--- src/rtl/thirty_two_bit_divider_pkg.sv ---
// Shared ALU definitions for the sequential restoring divider.
package thirty_two_bit_divider_pkg;

  typedef enum logic [1:0] {
    IDLE = 2'b00,
    RUN  = 2'b01,
    DONE = 2'b10
  } div_state_e;

  localparam int unsigned ITER_COUNT        = 32;
  localparam logic [5:0]  LAST_ITER         = 6'(ITER_COUNT - 1);
  localparam logic [31:0] DIV_ZERO_QUOTIENT = 32'hFFFF_FFFF;

endpackage

--- src/rtl/thirty_two_bit_divider_if.sv ---
// Request/result bundle between the ALU control and the divider.
interface thirty_two_bit_divider_if;

  logic        start;
  logic [31:0] dividend;
  logic [31:0] divisor;
  logic        ready;
  logic        done;
  logic [31:0] quotient;
  logic [31:0] remainder;
  logic        div_by_zero;

  modport master (
    output start, dividend, divisor,
    input  ready, done, quotient, remainder, div_by_zero
  );

  modport slave (
    input  start, dividend, divisor,
    output ready, done, quotient, remainder, div_by_zero
  );

endinterface

--- src/rtl/thirty_two_bit_full_adder.sv ---
// 32-bit ripple-carry adder shared with the ALU adder datapath.
module thirty_two_bit_full_adder (
  input  logic [31:0] a,
  input  logic [31:0] b,
  input  logic        carry_in,
  output logic [31:0] sum,
  output logic        carry_out
);

  // Bit-serial carry ripple from LSB to MSB.
  always_comb begin
    logic carry;
    sum   = '0;
    carry = carry_in;
    for (int unsigned i = 0; i < 32; i++) begin
      sum[i] = a[i] ^ b[i] ^ carry;
      carry  = (a[i] & b[i]) | (carry & (a[i] ^ b[i]));
    end
    carry_out = carry;
  end

endmodule

--- src/rtl/thirty_two_bit_divider.sv ---
// Unsigned 32-bit restoring divider, one quotient bit per clock.
module thirty_two_bit_divider
  import thirty_two_bit_divider_pkg::*;
(
  input  logic                        clk,
  input  logic                        rst_n,
  thirty_two_bit_divider_if.slave     bus
);

  div_state_e  state_q, state_d;
  // Before the last iteration the partial remainder is below 2^31, so only
  // 31 bits are carried; the full 32-bit value goes straight to the result.
  logic [30:0] rem_q;
  logic [31:0] wq_q;
  logic [31:0] divisor_q;
  logic [5:0]  cnt_q;
  logic [31:0] quotient_q;
  logic [31:0] remainder_q;
  logic        dbz_q;

  logic [31:0] shifted;
  logic [31:0] trial;
  logic        no_borrow;
  logic [31:0] next_rem;
  logic [31:0] next_wq;
  logic        last_iter;

  assign shifted = {rem_q, wq_q[31]};

  thirty_two_bit_full_adder u_trial_sub (
    .a         (shifted),
    .b         (~divisor_q),
    .carry_in  (1'b1),
    .sum       (trial),
    .carry_out (no_borrow)
  );

  // Restore-or-keep selection and quotient bit insertion.
  always_comb begin
    next_rem  = no_borrow ? trial : shifted;
    next_wq   = {wq_q[30:0], no_borrow};
    last_iter = (cnt_q == LAST_ITER);
  end

  // State register.
  always_ff @(posedge clk or negedge rst_n) begin
    if (!rst_n) state_q <= IDLE;
    else        state_q <= state_d;
  end

  // Next-state decode.
  always_comb begin
    state_d = state_q;
    unique case (state_q)
      IDLE: if (bus.start) state_d = (bus.divisor == '0) ? DONE : RUN;
      RUN:  if (last_iter) state_d = DONE;
      DONE: state_d = IDLE;
      default: state_d = IDLE;
    endcase
  end

  // Working registers and result registers.
  always_ff @(posedge clk or negedge rst_n) begin
    if (!rst_n) begin
      rem_q       <= '0;
      wq_q        <= '0;
      divisor_q   <= '0;
      cnt_q       <= '0;
      quotient_q  <= '0;
      remainder_q <= '0;
      dbz_q       <= 1'b0;
    end else begin
      unique case (state_q)
        IDLE: begin
          if (bus.start) begin
            if (bus.divisor != '0) begin
              rem_q     <= '0;
              wq_q      <= bus.dividend;
              cnt_q     <= '0;
              divisor_q <= bus.divisor;
            end else begin
              quotient_q  <= DIV_ZERO_QUOTIENT;
              remainder_q <= bus.dividend;
              dbz_q       <= 1'b1;
            end
          end
        end
        RUN: begin
          rem_q <= next_rem[30:0];
          wq_q  <= next_wq;
          cnt_q <= cnt_q + 6'd1;
          if (last_iter) begin
            quotient_q  <= next_wq;
            remainder_q <= next_rem;
            dbz_q       <= 1'b0;
          end
        end
        default: ;
      endcase
    end
  end

  assign bus.ready       = (state_q == IDLE);
  assign bus.done        = (state_q == DONE);
  assign bus.quotient    = quotient_q;
  assign bus.remainder   = remainder_q;
  assign bus.div_by_zero = dbz_q;

endmodule
--- src/flat_wrapper.sv ---
// flat-port wrapper written by rule: the top's interface ports become plain ports
module thirty_two_bit_divider_flat import thirty_two_bit_divider_pkg::*;
  (clk, rst_n, bus_start, bus_dividend, bus_divisor, bus_ready, bus_done, bus_quotient, bus_remainder, bus_div_by_zero);
  thirty_two_bit_divider_if bus_i ();
  input  logic clk;
  input  logic rst_n;
  input wire logic [$bits(bus_i.start)-1:0] bus_start;
  input wire logic [$bits(bus_i.dividend)-1:0] bus_dividend;
  input wire logic [$bits(bus_i.divisor)-1:0] bus_divisor;
  output wire logic [$bits(bus_i.ready)-1:0] bus_ready;
  output wire logic [$bits(bus_i.done)-1:0] bus_done;
  output wire logic [$bits(bus_i.quotient)-1:0] bus_quotient;
  output wire logic [$bits(bus_i.remainder)-1:0] bus_remainder;
  output wire logic [$bits(bus_i.div_by_zero)-1:0] bus_div_by_zero;
  assign bus_i.start = bus_start;
  assign bus_i.dividend = bus_dividend;
  assign bus_i.divisor = bus_divisor;
  assign bus_ready = bus_i.ready;
  assign bus_done = bus_i.done;
  assign bus_quotient = bus_i.quotient;
  assign bus_remainder = bus_i.remainder;
  assign bus_div_by_zero = bus_i.div_by_zero;
  thirty_two_bit_divider u_core (.clk(clk), .rst_n(rst_n), .bus(bus_i));
endmodule
--- config.mk ---
export PLATFORM = sky130hd
export DESIGN_NAME = thirty_two_bit_divider_flat
export DESIGN_NICKNAME = d
export VERILOG_FILES = /design/src/rtl/thirty_two_bit_divider_pkg.sv /design/src/rtl/thirty_two_bit_divider_if.sv /design/src/rtl/thirty_two_bit_full_adder.sv /design/src/rtl/thirty_two_bit_divider.sv /design/src/flat_wrapper.sv
export SDC_FILE = /design/constraint.sdc
export NUM_CORES = 1
export LEC_CHECK = 0
export CAP_MARGIN = 20
export CELL_PAD_IN_SITES_DETAIL_PLACEMENT = 1
export CELL_PAD_IN_SITES_GLOBAL_PLACEMENT = 2
export CORE_ASPECT_RATIO = 1.25
export CORE_MARGIN = 2
export CORE_UTILIZATION = 39
export CTS_BUF_LIST = sky130_fd_sc_hd__clkbuf_16
export CTS_CLUSTER_DIAMETER = 120
export DETAILED_ROUTE_END_ITERATION = 12
export PLACE_DENSITY = 0.94
export SLEW_MARGIN = 15
export SYNTH_ARGS = -nofsm -noshare
export SYNTH_HDL_FRONTEND = slang
export SYNTH_SLANG_ARGS = --single-unit
export TNS_END_PERCENT = 1
--- constraint.sdc ---
create_clock -name clk -period 24.5 [get_ports clk]
set_input_delay 2.45 -clock clk [delete_from_list [all_inputs] [get_ports clk]]
set_output_delay 2.45 -clock clk [all_outputs]
set_load 0.02 [all_outputs]
-- Yosys cells after proc, flatten, opt, wreduce, memory -nomap -nowiden
Cells that the tools add are included.
- register bits: 168
- input bits: 67
- output and inout bits: 67
- word-level logic and storage cells: 210
- add/subtract/negate cells: 1
- equal/unequal tests: 7
- multiplexer cells: 26
- bitwise operators: 160
- reductions and logical operators: 8
- operator list (kind ; number):
    $mux 32 ; 9
    $pmux 32 s2 ; 3
    $and 1x1->1 ; 63
    $xor 1x1->1 ; 63
    $mux 31 ; 2
    $pmux 31 s2 ; 1
    $logic_not 32->1 ; 1
    $not 32->32 ; 1
    $or 1x1->1 ; 32
    $reduce_bool 32->1 ; 1
    $mux 6 ; 2
    $pmux 6 s2 ; 1
    $add 6x1->6 const B ; 1
    $eq 6x5->1 const B ; 1
    $mux 2 ; 3
    $reduce_and 3->1 ; 2
    $ne 2x1->1 const B ; 2
    $ne 2x2->1 const B ; 2
    $pmux 2 s2 ; 1
    $reduce_and 4->1 ; 1
    $mux 1 ; 3
    $eq 2x1->1 const B ; 1
    $eq 2x2->1 const B ; 1
    $logic_not 2->1 ; 1
    other kinds (4) ; 4

-- Logic depth before layout (Yosys ltp)
Gate-level depths: netlist of run 1.
- word-level depth: 68
- mapped depth: 42
- depth with buffers taken out: 40

-- Hierarchy
Synthesis of run 1 repeated with hierarchy kept, for this count alone.
- cell total of the unflattened synthesis: 923
- area total of the unflattened synthesis: 8812.2 um^2
- by module, submodules not included (module ; times used ; cells an instance ; area an instance (um^2) ; sequential area each (um^2)):
    thirty_two_bit_divider ; 1 ; 881 ; 8134.1 ; 4204.0
    thirty_two_bit_full_adder ; 1 ; 42 ; 678.2 ; 0.0

-- Least setup slack after synthesis of run 1
OpenSTA, ideal clock, no wires.
- kind: register to register
- start: reg u_core.wq_q[31]
- end: reg u_core.remainder_q[10], in the netlist u_core.bus.remainder[10]
- library setup time: 0.121 ns
- arrival: 15.485 ns
- required time: 24.379 ns
- slack: 8.894 ns
- stages on the path, launching flop included: 42
- path through: dfrtp_1 -> inv_1 -> ha_1 -> fa_1 -> fa_1 -> fa_1 -> fa_1 -> fa_1 -> fa_1 -> fa_1 -> fa_1 -> fa_1 -> fa_1 -> fa_1 -> fa_1 -> fa_1 -> fa_1 -> fa_1 -> [6 not listed] -> fa_1 -> fa_1 -> fa_1 -> fa_1 -> fa_1 -> fa_1 -> fa_1 -> inv_1 -> fa_1 -> inv_1 -> fa_1 -> inv_1 -> fa_1 -> clkbuf_1 -> clkbuf_1 -> a21oi_1 -> a32o_1 -> a22o_1
- word-level cells in the longest chain between the ends: 67
- elaborated cells on any way between the ends: 69
- classes of those cells: 3 x mux; 66 x bitwise
- ends and longest elaborated chain (item ; RTL line ; RTL):
    from (decl) ; thirty_two_bit_divider.sv:14 ; logic [31:0] wq_q;
    from (signal assigned) ; thirty_two_bit_divider.sv:78 ; wq_q <= bus.dividend;
    from (signal assigned) ; thirty_two_bit_divider.sv:90 ; wq_q <= next_wq;
    $and 1x1->1 / $xor 1x1->1 (equally long branches) ; thirty_two_bit_full_adder.sv:17 ; carry = (a[i] & b[i]) | (carry & (a[i] ^ b[i]));
    $or 1x1->1 (*) ; thirty_two_bit_full_adder.sv:17 ;
    $and 1x1->1 (*) ; thirty_two_bit_full_adder.sv:17 ;
    $or 1x1->1 (*) ; thirty_two_bit_full_adder.sv:17 ;
    $and 1x1->1 (*) ; thirty_two_bit_full_adder.sv:17 ;
    $or 1x1->1 (*) ; thirty_two_bit_full_adder.sv:17 ;
    $and 1x1->1 (*) ; thirty_two_bit_full_adder.sv:17 ;
    $or 1x1->1 (*) ; thirty_two_bit_full_adder.sv:17 ;
    [51 not listed] ; - ;
    $or 1x1->1 ; thirty_two_bit_full_adder.sv:17 ;
    $and 1x1->1 ; thirty_two_bit_full_adder.sv:17 ;
    $or 1x1->1 ; thirty_two_bit_full_adder.sv:17 ;
    $and 1x1->1 ; thirty_two_bit_full_adder.sv:17 ;
    $or 1x1->1 ; thirty_two_bit_full_adder.sv:17 ;
    $mux 32 (*) ; thirty_two_bit_divider.sv:40 ; next_rem = no_borrow ? trial : shifted;
    $mux 32 (*) ; thirty_two_bit_divider.sv:92 ; if (last_iter) begin
    $pmux 32 s2 (*) ; thirty_two_bit_divider.sv:73 ; unique case (state_q)
    to (signal assigned) ; thirty_two_bit_divider.sv:83 ; remainder_q <= bus.dividend;
    to (signal assigned) ; thirty_two_bit_divider.sv:94 ; remainder_q <= next_rem;
    to (decl) ; thirty_two_bit_divider.sv:18 ; logic [31:0] remainder_q;
Mark *: on every way between the ends. The rest lies on a longest branch, timed or not. The select of a mux whose other input is x is not followed.
A chain may end at the register's enable or synchronous reset.

-- Final worst setup path of run 1
- start: reg u_core.wq_q[31]
- end: reg u_core.remainder_q[7], in the netlist u_core.bus.remainder[7]
- word-level cells in the longest chain between the ends: 67
- elaborated cells on any way between the ends: 69
- classes of those cells: 3 x mux; 66 x bitwise
- ends and longest elaborated chain (item ; RTL line):
    $and 1x1->1 / $xor 1x1->1 (equally long branches) ; thirty_two_bit_full_adder.sv:17
    $or 1x1->1 (*) ; thirty_two_bit_full_adder.sv:17
    $and 1x1->1 (*) ; thirty_two_bit_full_adder.sv:17
    $or 1x1->1 (*) ; thirty_two_bit_full_adder.sv:17
    $and 1x1->1 (*) ; thirty_two_bit_full_adder.sv:17
    $or 1x1->1 (*) ; thirty_two_bit_full_adder.sv:17
    $and 1x1->1 (*) ; thirty_two_bit_full_adder.sv:17
    $or 1x1->1 (*) ; thirty_two_bit_full_adder.sv:17
    [51 not listed] ; -
    $or 1x1->1 ; thirty_two_bit_full_adder.sv:17
    $and 1x1->1 ; thirty_two_bit_full_adder.sv:17
    $or 1x1->1 ; thirty_two_bit_full_adder.sv:17
    $and 1x1->1 ; thirty_two_bit_full_adder.sv:17
    $or 1x1->1 ; thirty_two_bit_full_adder.sv:17
    $mux 32 (*) ; thirty_two_bit_divider.sv:40
    $mux 32 (*) ; thirty_two_bit_divider.sv:92
    $pmux 32 s2 (*) ; thirty_two_bit_divider.sv:73
Marks and branches as above.

==> flow_summary.toml, run 1 <==
[sta]
postLayoutSetupSlackWorst_ns = 8.385
number_of_hold_violations_in_the_final_report = 0
final_period_minus_worst_setup_slack_ns = 16.11
finalClockSkew_ns = 0.008788
max_slew.worst_pin.slew_ns = 1.012
headroom_to_the_max_slew_limit = 0.3235
max_freq_ghz = 0.06206
setup_tns_ns = 0
report.final.setup_viol = 0
maxSlewViolCount = 0
grt_setup_unrepaired = "no"
period_share = 0.6577

[routing]
initialDrtViolationCount = 384
vias = 5810
finalWirelength_um = 22700
routedWlPerCell_um = 22.34
post-route-drc-count = 0
drt.antenna.violating_nets = 0
route.detailed.vias_per_inst = 5.719
detail_route.first_pass.iterations = 5

[placed_design]
detailedPlacementHpwl_um = 15870
portBuffers = 133
placedInstanceArea_um2 = 9420
gp_weighted_congestion = 0.8499
dp_worst_setup_slack_ns = 8.052
dp.cells = 983

[global_route]
grtUsageTotal = 0.2163
first_pass_grt_wire_length_um = 36410
grtUsageMet2 = 0.3485
grt_busiest_layer = "met2"
grt_antenna_before_repair = 0
grt_max_degree = 88
grtUsageMet1 = 0.2886
grt.overflow.total = 0
groute.layer.met3.usage = 0.04290
vias_in_the_first_global_route = 6345

[synth]
ys.warnings.count = 0
synth_ff_type = "sky130_fd_sc_hd__dfrtp_1"
post_synth_instance_area_um2 = 8005
synth.ff_latch_count = 168
syn_area_per_cell_um2 = 12.75
postSynthNetCount = 728
synthDistinctLibCells = 40
postSynthCellCount = 628
synth_edf_count = 0
synth_seq_area_share = 0.5252
ys_async_sr_fraction = 1.000

[worst_setup_path]
setup.worst_path.start_class = "flip-flop"
required_ns = 24.82
timing.critical_path.max_delay_family = "adder cells"
timing.critical_path.to_type = "flip-flop"
max_stage_delay_ns = 0.69
arrival_ns = 16.43
critical-path-top-cell-by-count = "sky130_fd_sc_hd__fa_1"
critical-path-slowest-cell = "sky130_fd_sc_hd__fa_4"
criticalPathCategory = "flip-flop to flip-flop"
timing.critical_path.buf_inv = 4
crit_fanout = 57

[layout]
layout.filler_cells = 2051
layout_commonest_cell = "sky130_fd_sc_hd__dfrtp_1"
drive_gt1_frac = 0.1059
nNetsFinal = 833
fin_area_um2 = 10070
most-common-layout-cells = "sky130_fd_sc_hd__dfrtp_1, sky130_fd_sc_hd__clkdlybuf4s50_1, sky130_fd_sc_hd__a22o_1"
insertedDiodeCount = 0
layout.cells.non_filler = 1016
synthToLayoutAreaGrowth_pct = 25.77

[clocking]
post_cts.repair.setup_buffers = 0
clkLatencyLatePin_ns = 0.43
htree_num_levels = 4
cts_made_buffers = 17
cts_tree = "yes"
number_of_clock_sinks = 168
cts_root_buf = "sky130_fd_sc_hd__clkbuf_16"
postCtsHoldBufs = 0
cts_buffer_depth = 2
postCtsResizedCells = 0
cts.clk_slew.worst_paths_ns = 0.07

[power_and_ir_drop]
power.leakage_nw = 4.111
power_density_nw_per_um2 = 127.6
peakVddDrop_mv = 0.06655

[floorplanning]
die_area_um2 = 21700
die_width_um = 132.1
pin_count = 134
die_h_um = 164.2
total_number_of_placement_rows = 58
initial_utilization = 0.3982
core_um2 = 20100

[flow_run]
timing.max_cap.violations = 0

[status]
outcome = "complete, no violations"

[hold_path]
min-delay-path-class = "flip-flop to flip-flop"
-- final timing paths --
check                                                    startpoint                              endpoint  slack [ns]  cells past startpoint
worst max-delay path                    u_core.wq_q[31]$_DFFE_PN0P_   u_core.bus.remainder[7]$_DFFE_PN0P_        8.39                     39
worst max register to register          u_core.wq_q[31]$_DFFE_PN0P_   u_core.bus.remainder[7]$_DFFE_PN0P_        8.39                     39
max in group asynchronous                                     rst_n  u_core.bus.remainder[14]$_DFFE_PN0P_       20.86                      2
worst min register to register  u_core.bus.quotient[17]$_DFFE_PN0P_   u_core.bus.quotient[17]$_DFFE_PN0P_        0.49                      1
worst min-delay path            u_core.bus.quotient[17]$_DFFE_PN0P_   u_core.bus.quotient[17]$_DFFE_PN0P_        0.49                      1
min in group asynchronous                                     rst_n      u_core.divisor_q[28]$_DFFE_PN0P_        2.09                      1
-- cell families after synthesis --
group | Yosys count | synth area share
AO/OA/AOI/OAI | 195 | 0.2069
flip-flops | 168 | 0.5252
AND/OR/NAND/NOR | 98 | 0.06533
buffers and inverters | 91 | 0.05799
multiplexers | 43 | 0.06393
adder cells (fa/ha/maj) | 33 | 0.08065
-- layer usage --
metal | part of all wire | wire length [um]
met1 | 0.44 | 9986
met2 | 0.49 | 11090
met3 | 0.048 | 1088
met4 | 0.024 | 535
met5 | 0 | 0
-- cell usage after synthesis (2+ instances only) --
| cell | number | area, um^2 |
|---|---|---|
| sky130_fd_sc_hd__nand3_1 | 4 | 20.02 |
| sky130_fd_sc_hd__and3_1 | 26 | 162.7 |
| sky130_fd_sc_hd__nor3_1 | 2 | 10.01 |
| sky130_fd_sc_hd__clkbuf_1 | 26 | 97.59 |
| sky130_fd_sc_hd__dfrtp_1 | 168 | 4204 |
| sky130_fd_sc_hd__a21oi_1 | 20 | 100.1 |
| sky130_fd_sc_hd__a22o_1 | 57 | 499.2 |
| sky130_fd_sc_hd__nor4_1 | 8 | 50.05 |
| sky130_fd_sc_hd__mux2i_1 | 11 | 110.1 |
| sky130_fd_sc_hd__o2bb2ai_1 | 10 | 87.58 |
| sky130_fd_sc_hd__o21ai_0 | 15 | 75.07 |
| sky130_fd_sc_hd__ha_1 | 2 | 25.02 |
| sky130_fd_sc_hd__fa_1 | 31 | 620.6 |
| sky130_fd_sc_hd__nand2_1 | 20 | 75.07 |
| sky130_fd_sc_hd__a32o_1 | 25 | 250.2 |
| sky130_fd_sc_hd__mux2_1 | 2 | 22.52 |
| sky130_fd_sc_hd__a221o_1 | 32 | 320.3 |
| sky130_fd_sc_hd__buf_2 | 12 | 60.06 |
| sky130_fd_sc_hd__buf_6 | 12 | 135.1 |
| sky130_fd_sc_hd__o22a_1 | 32 | 280.3 |
| sky130_fd_sc_hd__inv_1 | 36 | 135.1 |
| sky130_fd_sc_hd__buf_4 | 3 | 22.52 |
| sky130_fd_sc_hd__nor2_1 | 29 | 108.9 |
| sky130_fd_sc_hd__mux2_4 | 11 | 165.2 |
| sky130_fd_sc_hd__mux2_2 | 19 | 214.0 |
-- report_power, final --
part	total (W)	switching [W]	internal, W
Sequential	0.000485	0.0000967	0.000389
Clock	0.000285	0.000114	0.000171
Combinational	0.000515	0.000265	0.000249
Total	0.00128	0.000476	0.000809
-- layout make-up --
class	count	area, um^2	area share
Sequential cell	168	4204	0.4175
Multi-Input combinational cell	369	3354	0.3332
Timing Repair Buffer	140	1405	0.1396
Clock buffer	17	425.4	0.04225
Tap cell	270	337.8	0.03355
Clock inverter	15	197.7	0.01963
Inverter	37	143.9	0.01429
-- per-stage QoR --
stage          hold slack, ns  utilization  power (W)
2_1_floorplan          0.4723            -  0.0007939
3_3_place_gp           0.4742       0.4679  0.0009720
3_5_place_dp           0.4809       0.4686   0.001000
4_1_cts                0.4947       0.4996   0.001292
5_1_grt                0.5045       0.5009   0.001358
6_report               0.4895       0.5009   0.001284
-- worst register-to-register path: cells and delay by family (launching register included) --
kind,cells,cell delay [ns]
DFF,1,0.39
adders and majority gates,32,14.52
buffers and inverters,4,0.33
AOI/OAI and AO/OA,3,0.78
-- registers in the layout (all words and copies together) (netlist names) --
| name | cells |
|---|---|
| u_core.bus.quotient | 32 |
| u_core.bus.remainder | 32 |
| u_core.divisor_q | 32 |
| u_core.wq_q | 32 |
| u_core.rem_q | 31 |
| u_core.cnt_q | 6 |
| u_core.state_q | 2 |
| u_core.bus.div_by_zero | 1 |
(Power assumes the default switching activity.)
==> run 2: changes to the inputs <==
--- a/config.mk
+++ b/config.mk
@@ -10,11 +10,11 @@
 export CELL_PAD_IN_SITES_GLOBAL_PLACEMENT = 2
 export CORE_ASPECT_RATIO = 1.25
 export CORE_MARGIN = 2
-export CORE_UTILIZATION = 39
+export CORE_UTILIZATION = 36
 export CTS_BUF_LIST = sky130_fd_sc_hd__clkbuf_16
 export CTS_CLUSTER_DIAMETER = 120
 export DETAILED_ROUTE_END_ITERATION = 12
-export PLACE_DENSITY = 0.94
+export PLACE_DENSITY = 0.89
 export SLEW_MARGIN = 15
 export SYNTH_ARGS = -nofsm -noshare
 export SYNTH_HDL_FRONTEND = slang
==> constraint.sdc (replaced) <==
create_clock -name clk -period 15.9 [get_ports clk]
set_input_delay 1.59 -clock clk [delete_from_list [all_inputs] [get_ports clk]]
set_output_delay 1.59 -clock clk [all_outputs]
set_load 0.02 [all_outputs]
==> flow_summary.toml, run 2 (synthesized netlist as in run 1, its figures left out) <==
[sta]
number_of_hold_violations_in_the_final_report = 0
max_freq_ghz = 0.06501
headroom_to_the_max_slew_limit = 0.2823
period_share = 0.9675
report.final.setup_viol = 0
maxSlewViolCount = 0
finalClockSkew_ns = 0.007142
hold_ws_ns = 0.4890
max_slew.worst_pin.slew_ns = 1.074
final_period_minus_worst_setup_slack_ns = 15.38

[power_and_ir_drop]
sw_frac_of_total = 0.3804
comb_power_share = 0.416
cell_internal_pwr_w = 0.001230
power.leakage_nw = 4.169
pwr-share-clk = 0.206
peakVddDrop_mv = 0.08460
power_density_nw_per_um2 = 194.5
seqPwrFrac = 0.378
netSwitchingPower_w = 0.0007555

[routing]
drt.antenna.violating_nets = 0
routedWlPerCell_um = 22.94
vias = 5860
detail_route.first_pass.iterations = 4
initialDrtViolationCount = 393
finalWirelength_um = 23750
route.detailed.vias_per_inst = 5.662
post-route-drc-count = 0

[clocking]
number_of_clock_sinks = 168
cts_tree = "yes"
htree_num_levels = 4
postCtsHoldBufs = 0
clkLatencyLatePin_ns = 0.43
cts.clk_slew.worst_paths_ns = 0.07
cts_buffer_depth = 2
cts_root_buf = "sky130_fd_sc_hd__clkbuf_16"
cts_made_buffers = 17

[floorplanning]
die_h_um = 170.7
core_um2 = 22060
total_number_of_placement_rows = 61
pin_count = 134
initial_utilization = 0.3629
die_width_um = 137.4
die_area_um2 = 23450

[worst_setup_path]
r2r_start = "u_core.wq_q[31]$_DFFE_PN0P_"
required_ns = 16.27
worst_r2r_endpoint = "u_core.bus.remainder[1]$_DFFE_PN0P_"
timing.critical_path.to_type = "flip-flop"
setup.worst_path.start_class = "flip-flop"
crit_fanout = 7
critical-path-top-cell-by-count = "sky130_fd_sc_hd__fa_1"
ff2ff_path_depth = 41
timing.reg2reg.setup_slack_ns = 0.52
criticalPathCategory = "flip-flop to flip-flop"
critical-path-slowest-cell = "sky130_fd_sc_hd__fa_1"
arrival_ns = 15.75
max_stage_delay_ns = 0.48

[layout]
synthToLayoutAreaGrowth_pct = 27.55
layout_commonest_cell = "sky130_fd_sc_hd__dfrtp_1"
layout.filler_cells = 2252
insertedDiodeCount = 0
layout.core_utilization = 0.4629
most-common-layout-cells = "sky130_fd_sc_hd__dfrtp_1, sky130_fd_sc_hd__clkdlybuf4s50_1, sky130_fd_sc_hd__a22o_1"
drive_gt1_frac = 0.1356
nNetsFinal = 839

[hold_path]
holdPathStages = 1
worst_hold_path.endpoint = "u_core.bus.quotient[2]$_DFFE_PN0P_"
hold_path.startpoint = "u_core.bus.quotient[2]$_DFFE_PN0P_"
min-delay-path-class = "flip-flop to flip-flop"

[status]
outcome = "complete, no violations"

[placed_design]
gp_weighted_congestion = 0.7921
portBuffers = 133
detailedPlacementHpwl_um = 16020

[global_route]
grtUsageTotal = 0.2050
grt.overflow.total = 0
grt_max_degree = 94
first_pass_grt_wire_length_um = 36650
grt_antenna_before_repair = 0
vias_in_the_first_global_route = 6347

[flow_run]
timing.max_cap.violations = 0
==> run 2: how the worst max path moves through the flow <==
stage,slack [ns],start,cells past startpoint,endpoint
global route,-0.002,u_core.wq_q[31]$_DFFE_PN0P_,41,u_core.bus.remainder[14]$_DFFE_PN0P_
detailed placement,0.04,u_core.wq_q[31]$_DFFE_PN0P_,40,u_core.bus.remainder[12]$_DFFE_PN0P_
finish,0.52,u_core.wq_q[31]$_DFFE_PN0P_,41,u_core.bus.remainder[1]$_DFFE_PN0P_
floorplan,0.29,u_core.wq_q[31]$_DFFE_PN0P_,41,u_core.bus.remainder[10]$_DFFE_PN0P_
CTS,0.04,u_core.wq_q[31]$_DFFE_PN0P_,40,u_core.bus.remainder[13]$_DFFE_PN0P_
global placement,0.21,u_core.wq_q[31]$_DFFE_PN0P_,40,u_core.bus.remainder[12]$_DFFE_PN0P_
==> run 2: area by class of cell <==
| type | instances | area, um^2 | share of cell area |
|---|---|---|---|
| clock buffer | 17 | 425.4 | 0.04166 |
| timing repair buffer | 146 | 1518 | 0.1486 |
| clock inverter | 15 | 148.9 | 0.01458 |
| tap | 283 | 354.1 | 0.03468 |
| inverter | 37 | 143.9 | 0.01409 |
| multi-input combinational | 369 | 3417 | 0.3346 |
| sequential | 168 | 4204 | 0.4117 |
==> run 2: what timing repair did <==
action,4_1_cts,5_1_grt
endpoints found under the setup margin,6,63
setup buffers,0,1
gates resized for setup,2,19
cloned,0,4
pin swaps,0,1
endpoints found under the hold margin,0,0
==> run 2: power groups by stage <==
stage	clock network [W]	logic (W)	registers, W
after floorplan	0	0.000432	0.000791
after global placement	0	0.000760	0.000747
after detailed placement	0	0.000793	0.000755
after CTS	0.000415	0.000800	0.000750
after global routing	0.000431	0.000894	0.000774
final	0.000410	0.000825	0.000751
==> run 2: per-layer routing <==
metal / global-route usage / up-vias / part of all wire
li1: - / 2570 / -
met1: 0.2821 / 3101 / 0.43
met2: 0.3314 / 154 / 0.50
met3: 0.02637 / 35 / 0.040
met4: 0.07530 / 0 / 0.023
met5: 0 / - / 0
==> run 2: worst max-delay path, delay by kind of cell, from the launching register on <==
kind / cells / cell delay (ns)
buffers and inverters: 6 / 0.64
adder cells (fa/ha/maj): 32 / 13.65
flip-flops: 1 / 0.38
AO/OA/AOI/OAI: 2 / 0.37
multiplexers: 1 / 0.26
==> run 2: per-stage QoR <==
step / area (um^2) / instances / total power [W] / setup TNS [ns] / setup slack (ns)
finish: 10210 / 1035 / 0.001986 / 0 / 0.5175
global route: 10210 / 1035 / 0.002099 / -0.001615 / -0.001615
CTS: 10040 / 1029 / 0.001965 / 0 / 0.04347
detailed placement: 9457 / 997 / 0.001548 / 0 / 0.03958
global placement: 9442 / 996 / 0.001507 / 0 / 0.2058
floorplan: 8005 / 628 / 0.001223 / 0 / 0.2944
==> run 3: changes to the inputs <==
--- a/config.mk
+++ b/config.mk
@@ -5,16 +5,17 @@
 export SDC_FILE = /design/constraint.sdc
 export NUM_CORES = 1
 export LEC_CHECK = 0
+export ABC_CLOCK_PERIOD_IN_PS = 13100
 export CAP_MARGIN = 20
 export CELL_PAD_IN_SITES_DETAIL_PLACEMENT = 1
 export CELL_PAD_IN_SITES_GLOBAL_PLACEMENT = 2
 export CORE_ASPECT_RATIO = 1.25
 export CORE_MARGIN = 2
-export CORE_UTILIZATION = 36
+export CORE_UTILIZATION = 33
 export CTS_BUF_LIST = sky130_fd_sc_hd__clkbuf_16
 export CTS_CLUSTER_DIAMETER = 120
 export DETAILED_ROUTE_END_ITERATION = 12
-export PLACE_DENSITY = 0.89
+export PLACE_DENSITY = 0.86
 export SLEW_MARGIN = 15
 export SYNTH_ARGS = -nofsm -noshare
 export SYNTH_HDL_FRONTEND = slang
==> constraint.sdc (replaced) <==
create_clock -name clk -period 13.1 [get_ports clk]
set_input_delay 1.31 -clock clk [delete_from_list [all_inputs] [get_ports clk]]
set_output_delay 1.31 -clock clk [all_outputs]
set_load 0.02 [all_outputs]
==> flow_summary.toml, run 3 (synthesized netlist as in run 1, its figures left out) <==
[sta]
grt_setup_unrepaired = "no"
period_share = 0.9765
maxSlewViolCount = 0
max_freq_ghz = 0.07817
max_slew.worst_pin.slew_ns = 1.078
finalClockSkew_ns = 0.01248
headroom_to_the_max_slew_limit = 0.2816
final_period_minus_worst_setup_slack_ns = 12.79
hold_ws_ns = 0.4911
number_of_hold_violations_in_the_final_report = 0
report.final.setup_viol = 0

[clocking]
cts.clk_slew.worst_paths_ns = 0.07
cts_buffer_depth = 2
cts_made_buffers = 17
cts_tree = "yes"
postCtsHoldBufs = 0
clkLatencyLatePin_ns = 0.43
htree_num_levels = 4
cts_root_buf = "sky130_fd_sc_hd__clkbuf_16"
number_of_clock_sinks = 168

[layout]
fin_area_um2 = 10520
insertedDiodeCount = 0
layout.filler_cells = 2507
register_area_um2 = 4204
drive_gt1_frac = 0.2044
synthToLayoutAreaGrowth_pct = 31.46
layout_commonest_cell = "sky130_fd_sc_hd__dfrtp_1"
nNetsFinal = 865
most-common-layout-cells = "sky130_fd_sc_hd__dfrtp_1, sky130_fd_sc_hd__clkdlybuf4s50_1, sky130_fd_sc_hd__a22o_1"
multi_input_logic_area_um2 = 3472

[global_route]
first_pass_grt_wire_length_um = 36760
grtUsageTotal = 0.1882
grt_antenna_before_repair = 0
grt_max_degree = 93
vias_in_the_first_global_route = 6353
grt.overflow.total = 0

[flow_run]
timing.max_cap.violations = 0

[routing]
vias = 5866
route.detailed.vias_per_inst = 5.318
initialDrtViolationCount = 382
post-route-drc-count = 0
drt.antenna.violating_nets = 0
finalWirelength_um = 23110
detail_route.first_pass.iterations = 4
routedWlPerCell_um = 20.96

[placed_design]
detailedPlacementHpwl_um = 16120
gp_weighted_congestion = 0.8541
placedInstanceArea_um2 = 9772
portBuffers = 133

[floorplanning]
die_area_um2 = 25530
core_um2 = 23810
pin_count = 134
die_h_um = 178.1
die_width_um = 143.3
total_number_of_placement_rows = 63
initial_utilization = 0.3363

[hold_path]
min-delay-path-class = "flip-flop to flip-flop"

[worst_setup_path]
crit_fanout = 9
arrival_ns = 13.11
required_ns = 13.42
critical-path-slowest-cell = "sky130_fd_sc_hd__fa_2"
setup.worst_path.start_class = "flip-flop"
critical-path-top-cell-by-count = "sky130_fd_sc_hd__fa_2"
max_stage_delay_ns = 0.43
timing.critical_path.to_type = "flip-flop"
criticalPathCategory = "flip-flop to flip-flop"

[status]
outcome = "complete, no violations"

[power_and_ir_drop]
power_density_nw_per_um2 = 231.4
peakVddDrop_mv = 0.1011
power.leakage_nw = 4.308
report.power.total_w = 0.002435
run 3: area by class of cell:
type,count,area share
multi-input combinational,369,0.3299
sequential,168,0.3995
tap,325,0.03864
clock buffer,17,0.04042
timing repair buffer,172,0.1610
inverter,37,0.01367
clock inverter,15,0.01688
run 3: final timing paths:
| check | start | endpoint | slack [ns] | cells past startpoint |
|---|---|---|---|---|
| min | u_core.bus.quotient[4]$_DFFE_PN0P_ | u_core.bus.quotient[4]$_DFFE_PN0P_ | 0.49 | 1 |
| min in group asynchronous | rst_n | u_core.divisor_q[27]$_DFFE_PN0P_ | 0.96 | 1 |
| max | u_core.divisor_q[0]$_DFFE_PN0P_ | u_core.bus.remainder[26]$_DFFE_PN0P_ | 0.31 | 42 |
| max in group asynchronous | rst_n | u_core.state_q[0]$_DFFE_PN0P_ | 10.61 | 2 |
| max reg2reg | u_core.divisor_q[0]$_DFFE_PN0P_ | u_core.bus.remainder[26]$_DFFE_PN0P_ | 0.31 | 42 |
| min reg2reg | u_core.bus.quotient[4]$_DFFE_PN0P_ | u_core.bus.quotient[4]$_DFFE_PN0P_ | 0.49 | 1 |
run 3: where the power goes:
part	leakage, nW	switching (W)	total, W	internal, W
combinational	1.95	0.000504	0.00101	0.000503
clock	0.292	0.000242	0.000517	0.000275
sequential	2.07	0.000184	0.000910	0.000726
total	4.31	0.000931	0.00244	0.00150
run 3: per-layer routing:
layer | track usage | part of all wire
met5 | 0 | 0
met4 | 0.07271 | 0.024
met3 | 0.02738 | 0.030
met2 | 0.2967 | 0.49
met1 | 0.2630 | 0.46
run 3: critical path: cells and delay by family (launching register included):
kind	cells	cell delay [ns]
compound gates	3	0.39
fa+ha+maj	32	11.21
buf+inv	6	0.60
flops	1	0.39
simple gates	1	0.07
run 3: repair_timing:
| item | in CTS | in global routing |
|---|---|---|
| gates cloned | 1 | 0 |
| pin swaps | 19 | 9 |
| endpoints found under the setup margin | 64 | 63 |
| gates resized for setup | 23 | 6 |
| endpoints found under the hold margin | 0 | 0 |
| buffers inserted | 2 | 1 |
run 3: through the flow:
| step | cells | TNS (ns) | util | setup WS, ns |
|---|---|---|---|---|
| 6_report | 1103 | 0 | 0.4421 | 0.3077 |
| 3_5_place_dp | 1066 | -20.45 | 0.4105 | -0.4742 |
| 5_1_grt | 1103 | 0 | 0.4421 | 0.009976 |
| 3_3_place_gp | 1066 | -9.762 | 0.4105 | -0.2860 |
| 2_1_floorplan | 628 | 0 | - | 0.04418 |
| 4_1_cts | 1101 | 0 | 0.4404 | 0.007903 |
